$ cat config.mk
export PLATFORM = sky130hd
export DESIGN_NAME = i2s_rx
export DESIGN_NICKNAME = d
export VERILOG_FILES = /design/src/rtl/audio_pkg.sv /design/src/rtl/sync2.sv /design/src/rtl/i2s_rx.sv
export SDC_FILE = /design/constraint.sdc
export NUM_CORES = 1
export LEC_CHECK = 0
export ABC_AREA = 1
export CAP_MARGIN = 20
export CORE_MARGIN = 1
export CORE_UTILIZATION = 45
export CTS_CLUSTER_DIAMETER = 120
export DETAILED_ROUTE_END_ITERATION = 7
export PLACE_DENSITY = 0.7
export SYNTH_ARGS = -nofsm -noshare
export SYNTH_HDL_FRONTEND = slang
export SYNTH_SLANG_ARGS = --single-unit
$ cat constraint.sdc
create_clock -name clk -period 2.5 [get_ports clk]
set_clock_uncertainty 0.1 [all_clocks]
set_input_delay 0.25 -clock clk [delete_from_list [all_inputs] [get_ports clk]]
set_output_delay 0.25 -clock clk [all_outputs]
set_load 0.01 [all_outputs]
$ cat src/rtl/audio_pkg.sv
// Shared audio types: Q2.14 sample word, I2S receiver state encoding and default sizes.
package audio_pkg;

  typedef logic signed [15:0] sample_t;

  typedef enum logic [1:0] {
    ST_IDLE  = 2'd0,
    ST_DELAY = 2'd1,
    ST_SHIFT = 2'd2,
    ST_HOLD  = 2'd3
  } rx_state_e;

  localparam int SLOT_BITS_DEF   = 32;
  localparam int SAMPLE_BITS_DEF = 16;
  localparam int CNT_W           = 5;

endpackage

$ cat src/rtl/sync2.sv
// Two-flop synchronizer for one asynchronous input bit, cleared by the async reset.
module sync2 (
  input  logic clk_i,
  input  logic rst_ni,
  input  logic d_i,
  output logic q_o
);

  logic meta_q, sync_q;

  always_ff @(posedge clk_i or negedge rst_ni) begin
    if (!rst_ni) begin
      meta_q <= 1'b0;
      sync_q <= 1'b0;
    end else begin
      meta_q <= d_i;
      sync_q <= meta_q;
    end
  end

  assign q_o = sync_q;

endmodule

$ cat src/rtl/i2s_rx.sv
// I2S receiver: oversamples sclk/l_r_clk/sd on clk and captures SAMPLE_BITS MSB-first per slot.
// Define I2S_RX_STEREO_EN for left+right capture; without it only left words are captured.
module i2s_rx
  import audio_pkg::*;
#(
  parameter int SLOT_BITS   = SLOT_BITS_DEF,
  parameter int SAMPLE_BITS = SAMPLE_BITS_DEF
) (
  input  logic                   clk,
  input  logic                   reset,
  input  logic                   sclk,
  input  logic                   l_r_clk,
  input  logic                   sd,
  output logic [SAMPLE_BITS-1:0] sample_l,
  output logic [SAMPLE_BITS-1:0] sample_r,
  output logic                   sample_valid,
  output logic                   frame_err
);

`ifdef I2S_RX_STEREO_EN
  localparam bit STEREO = 1'b1;
`else
  localparam bit STEREO = 1'b0;
`endif
  localparam logic [CNT_W-1:0] LAST_CNT = CNT_W'(SAMPLE_BITS - 1);

  if (SLOT_BITS < 16 || SLOT_BITS > 32 || SAMPLE_BITS != $bits(sample_t)) begin : g_cfg_err
    $error("i2s_rx: unsupported SLOT_BITS/SAMPLE_BITS combination");
  end

  logic sclk_s, lr_s, sd_s;

  sync2 u_sync_sclk (.clk_i(clk), .rst_ni(reset), .d_i(sclk),    .q_o(sclk_s));
  sync2 u_sync_lr   (.clk_i(clk), .rst_ni(reset), .d_i(l_r_clk), .q_o(lr_s));
  sync2 u_sync_sd   (.clk_i(clk), .rst_ni(reset), .d_i(sd),      .q_o(sd_s));

  rx_state_e        state_q, state_d;
  logic [CNT_W-1:0] cnt_q, cnt_d;
  logic             sclk_prev_q, lr_prev_q, primed_q, chan_q, left_ok_q;
  logic             upd_p_q, valid_q, err_q;
  sample_t          shift_q, left_q, sample_l_q, sample_r_q, word_w;
  logic             edge_w, start_w, last_w, take_w, cap_w, done_w, err_w, upd_w;

  // The first edge after reset only learns l_r_clk, so a partial slot is never taken as a start.
  assign edge_w  = sclk_s & ~sclk_prev_q;
  assign start_w = edge_w & primed_q & (lr_s ^ lr_prev_q);
  assign last_w  = (cnt_q == LAST_CNT);
  assign take_w  = STEREO | ~chan_q;
  assign word_w  = {shift_q[SAMPLE_BITS-2:0], sd_s};
  assign upd_w   = done_w & (STEREO ? (chan_q & left_ok_q) : ~chan_q);

  always_ff @(posedge clk or negedge reset) begin
    if (!reset) state_q <= ST_IDLE;
    else        state_q <= state_d;
  end

  always_comb begin
    state_d = state_q;
    if (edge_w) begin
      unique case (state_q)
        ST_IDLE:  if (start_w) state_d = ST_DELAY;
        ST_DELAY: begin
          if (start_w)     state_d = ST_DELAY;
          else if (take_w) state_d = ST_SHIFT;
          else             state_d = ST_HOLD;
        end
        ST_SHIFT: begin
          if (start_w)     state_d = ST_DELAY;
          else if (last_w) state_d = ST_HOLD;
        end
        ST_HOLD:  if (start_w) state_d = ST_DELAY;
        default:  state_d = ST_IDLE;
      endcase
    end
  end

  // The LSB of a slot-filling word arrives on the edge that starts the next slot.
  always_comb begin
    cap_w  = 1'b0;
    done_w = 1'b0;
    err_w  = 1'b0;
    if (edge_w) begin
      unique case (state_q)
        ST_DELAY: cap_w = ~start_w & take_w;
        ST_SHIFT: begin
          cap_w  = ~start_w | last_w;
          done_w = last_w;
          err_w  = start_w & ~last_w;
        end
        default: ;
      endcase
    end
  end

  always_comb begin
    cnt_d = cnt_q;
    if (start_w)    cnt_d = '0;
    else if (cap_w) cnt_d = cnt_q + 1'b1;
  end

  always_ff @(posedge clk or negedge reset) begin
    if (!reset) begin
      sclk_prev_q <= 1'b0;
      lr_prev_q   <= 1'b0;
      primed_q    <= 1'b0;
      chan_q      <= 1'b0;
      cnt_q       <= '0;
      left_ok_q   <= 1'b0;
      upd_p_q     <= 1'b0;
      valid_q     <= 1'b0;
      err_q       <= 1'b0;
    end else begin
      sclk_prev_q <= sclk_s;
      if (edge_w) begin
        primed_q  <= 1'b1;
        lr_prev_q <= lr_s;
      end
      if (start_w) chan_q <= lr_s;
      cnt_q <= cnt_d;
      if (err_w)       left_ok_q <= 1'b0;
      else if (done_w) left_ok_q <= ~chan_q;
      upd_p_q <= upd_w;
      valid_q <= upd_p_q;
      err_q   <= err_w;
    end
  end

  always_ff @(posedge clk) begin
    if (cap_w)              shift_q <= word_w;
    if (done_w && !chan_q)  left_q  <= word_w;
  end

  always_ff @(posedge clk or negedge reset) begin
    if (!reset) begin
      sample_l_q <= '0;
      sample_r_q <= '0;
    end else if (upd_w) begin
      sample_l_q <= STEREO ? left_q : word_w;
      sample_r_q <= word_w;
    end
  end

  assign sample_l     = sample_l_q;
  assign sample_r     = STEREO ? sample_r_q : sample_l_q;
  assign sample_valid = valid_q;
  assign frame_err    = err_q;

endmodule

==> impl_metrics.json <==
{
  "globalRouteOverflowTotal": 0,
  "floorplan.initialDensity_pct": 47.8,
  "fin_area_um2": 2530,
  "insertion_delay_ns": 0.30,
  "final_cell_mix": "37 x clkdlybuf4s50_1, 36 x dfrtp_1, 31 x inv_1, 30 x nand2_1, 15 x edfxtp_1",
  "design.core.area_um2": 4470,
  "netlist_instances": 186,
  "unrepaired_setup_endpoints_after_global_routing": "false",
  "final.setup.tns_ns": 0,
  "post_cts_buffers": 0,
  "layout-drive-gt1-share_pct": 14.0,
  "grt_antenna_before_repair": 0,
  "cp_data_required_time_ns": 2.34,
  "worst_reg2reg_startpoint": "cnt_q[0]",
  "pin_count_of_the_biggest_net_entering_global_routing": 37,
  "postLayoutSetupSlackWorst_ns": 0.239,
  "dpl.hpwl_mm": 2.07,
  "hold_viol": 0,
  "syn-num-nets": 196,
  "report.final.slew_viol_count": 0,
  "yosys_warnings": 0,
  "cts_root_buf": "clkbuf_8",
  "report.final.setup_viol": 0,
  "total_power_uw": 1610,
  "syn_to_final_growth_pct": 18.4,
  "tritoncts.num_buffers": 5,
  "worst-setup-path-type": "reg -> reg",
  "final.period_utilization_pct": 90.4,
  "crit_path_start_kind": "flop",
  "outcome": "finished, violations left",
  "dieArea_um2": 5030,
  "globalRouteTotalUtil_pct": 14.2,
  "cts.sinks": 51,
  "wire_per_inst_um": 11.4,
  "dp_worst_setup_slack_ns": 0.224,
  "die_height_um": 71.0,
  "failed_checks": "DRC",
  "drt_first_iter_violations": 83,
  "setup.worst_path.end_class": "flop",
  "leakage_uw": 0.00111,
  "timing.max_cap.violations": 0,
  "netlist-cell-type-count": 21,
  "maxSlewHeadroom_pct": 48.1,
  "global_route_wire_length_before_repair_mm": 5.42,
  "nets": 224,
  "post_cts_resized": 0,
  "clock_tree.htree_level_count": 2,
  "min_path_type": "reg -> reg",
  "timing.reg2reg.worst_path_depth": 10,
  "synthesis.area_um2": 2140,
  "arrival_ns": 2.10,
  "ff_to_ff_setup_slack_ns": 0.24,
  "antenna_cells": 0,
  "totalWireLength_mm": 3.06,
  "finalCriticalPeriod_ns": 2.26,
  "std_cell_rows": 24,
  "ys_seq_elements": 51,
  "timing.fmax_ghz": 0.442,
  "first_global_vias": 1207,
  "drt_pre_antenna_iters": 8,
  "worst_path_largest_cell_delay_ns": 0.41,
  "cts.reportedPaths.clkPinSlew_ns": 0.10,
  "r2r_end": "shift_q[9]",
  "worstPathMaxFanout": 15,
  "avgSynthCellArea_um2": 11.5,
  "placed_cell_area_um2": 2440,
  "viasPerCell": 4.66,
  "gp_routability_congestion": 0.812,
  "drc": 4,
  "worstPathCellList": "ha_1, nand2_1, nor2_1, ha_1, inv_1, nand3_1, nand2_1, nand2_2, nand2_2, inv_1",
  "finish.utilization_pct": 56.6,
  "worst_setup_path_endpoint": "shift_q[9]",
  "ios": 39,
  "p_per_area_nw_per_um2": 634,
  "worst_setup_startpoint": "cnt_q[0]",
  "vdd_drop_max_v": 0.000345,
  "critPathSlowestCell": "inv_1",
  "port-buffer-count": 38,
  "die_w_um": 71.0,
  "final_antenna_net_count": 0,
  "cts_tree": "done",
  "mostFrequentLayoutCell": "clkdlybuf4s50_1",
  "via_count": 1243,
  "clock_tree.buffer_depth": 2,
  "tightestPinTransition_ns": 0.778,
  "seq_area_frac_synth_pct": 63.2
}
critical path: cells and delay by family (launching register included):
family | cells | cell delay (ns)
buffers and inverters | 2 | 0.49
flip-flops | 1 | 0.39
adder cells (fa/ha/maj) | 2 | 0.34
AND/OR/NAND/NOR | 6 | 0.58
worst min path at each step:
stage,start,endpoint,slack [ns],cells after the start
after detailed placement,u_sync_lr.meta_q,u_sync_lr.q_o,0.24,0
after global routing,u_sync_lr.meta_q,u_sync_lr.q_o,0.27,0
final,upd_p_q,sample_valid,0.26,0
after CTS,upd_p_q,sample_valid,0.26,0
after floorplan,reset,chan_q,-0.15,0
after global placement,upd_p_q,sample_valid,0.23,0
cell usage after synthesis:
library cell	n	area share (%)
a31oi_1	2	0.58
buf_2	1	0.23
buf_4	16	5.6
buf_6	3	1.6
dfrtp_1	36	42
edfxtp_1	15	21
ha_1	5	2.9
inv_1	31	5.4
inv_2	1	0.18
nand2_1	30	5.3
nand2_2	2	0.58
nand2_4	1	0.53
nand3_1	8	1.9
nand4_1	5	1.5
nor2_1	6	1.1
nor2_4	2	1.1
nor4_4	1	0.99
o211ai_1	1	0.35
o21ai_0	6	1.4
o21ai_2	13	5.3
xor2_1	1	0.41
per-layer routing:
metal	routed length [µm]	up-vias	track usage, %	part of all wire (%)
li1	-	631	-	-
met1	1390	572	17.7	46
met2	1480	32	23.8	49
met3	122	8	3.42	4.0
met4	57	0	6.00	1.9
met5	0	-	0	0
sequential cells by signal, summed over array words and instances (netlist names):
register / count
u_sync_lr.q_o: 1
state_q: 2
lr_prev_q: 1
frame_err: 1
upd_p_q: 1
shift_q: 15
cnt_q: 5
sclk_prev_q: 1
u_sync_sd.q_o: 1
sample_l: 16
u_sync_sd.meta_q: 1
sample_valid: 1
u_sync_sclk.q_o: 1
primed_q: 1
chan_q: 1
u_sync_sclk.meta_q: 1
u_sync_lr.meta_q: 1
area by class of cell:
type | count | area (µm²)
timing repair buffer | 41 | 400
tap | 52 | 65.1
inverter | 32 | 120
sequential | 51 | 1350
clock buffer | 5 | 68.8
fill | 368 | 1940
clock inverter | 3 | 17.5
multi-input combinational | 83 | 509
what timing repair did:
item,CTS,global route
endpoints found under the setup margin,0,0
hold buffers,1,0
hold endpoints to repair,36,0
cells by family (layout without fill, tap and decap cells):
group                    count (synthesis)  after routing  synth area share, %
AO/OA/AOI/OAI                           22             22                 7.66
XOR/XNOR                                 1              1                0.409
adder cells (fa/ha/maj)                  5              5                 2.92
buffers and inverters                   52             81                 13.0
flip-flops                              51             51                 63.2
AND/OR/NAND/NOR                         55             55                 12.8
power breakdown:
part	switching, µW	internal (µW)
combinational	121	64.0
sequential	38.1	918
clock	269	196
stage by stage:
stage | hold WS (ns) | std cells
after floorplan | -0.146 | 186
after CTS | 0.260 | 267
after global placement | 0.232 | 258
after detailed placement | 0.236 | 258
final | 0.258 | 267
after global routing | 0.266 | 267
No activity file was read; power rests on OpenSTA's default activity.
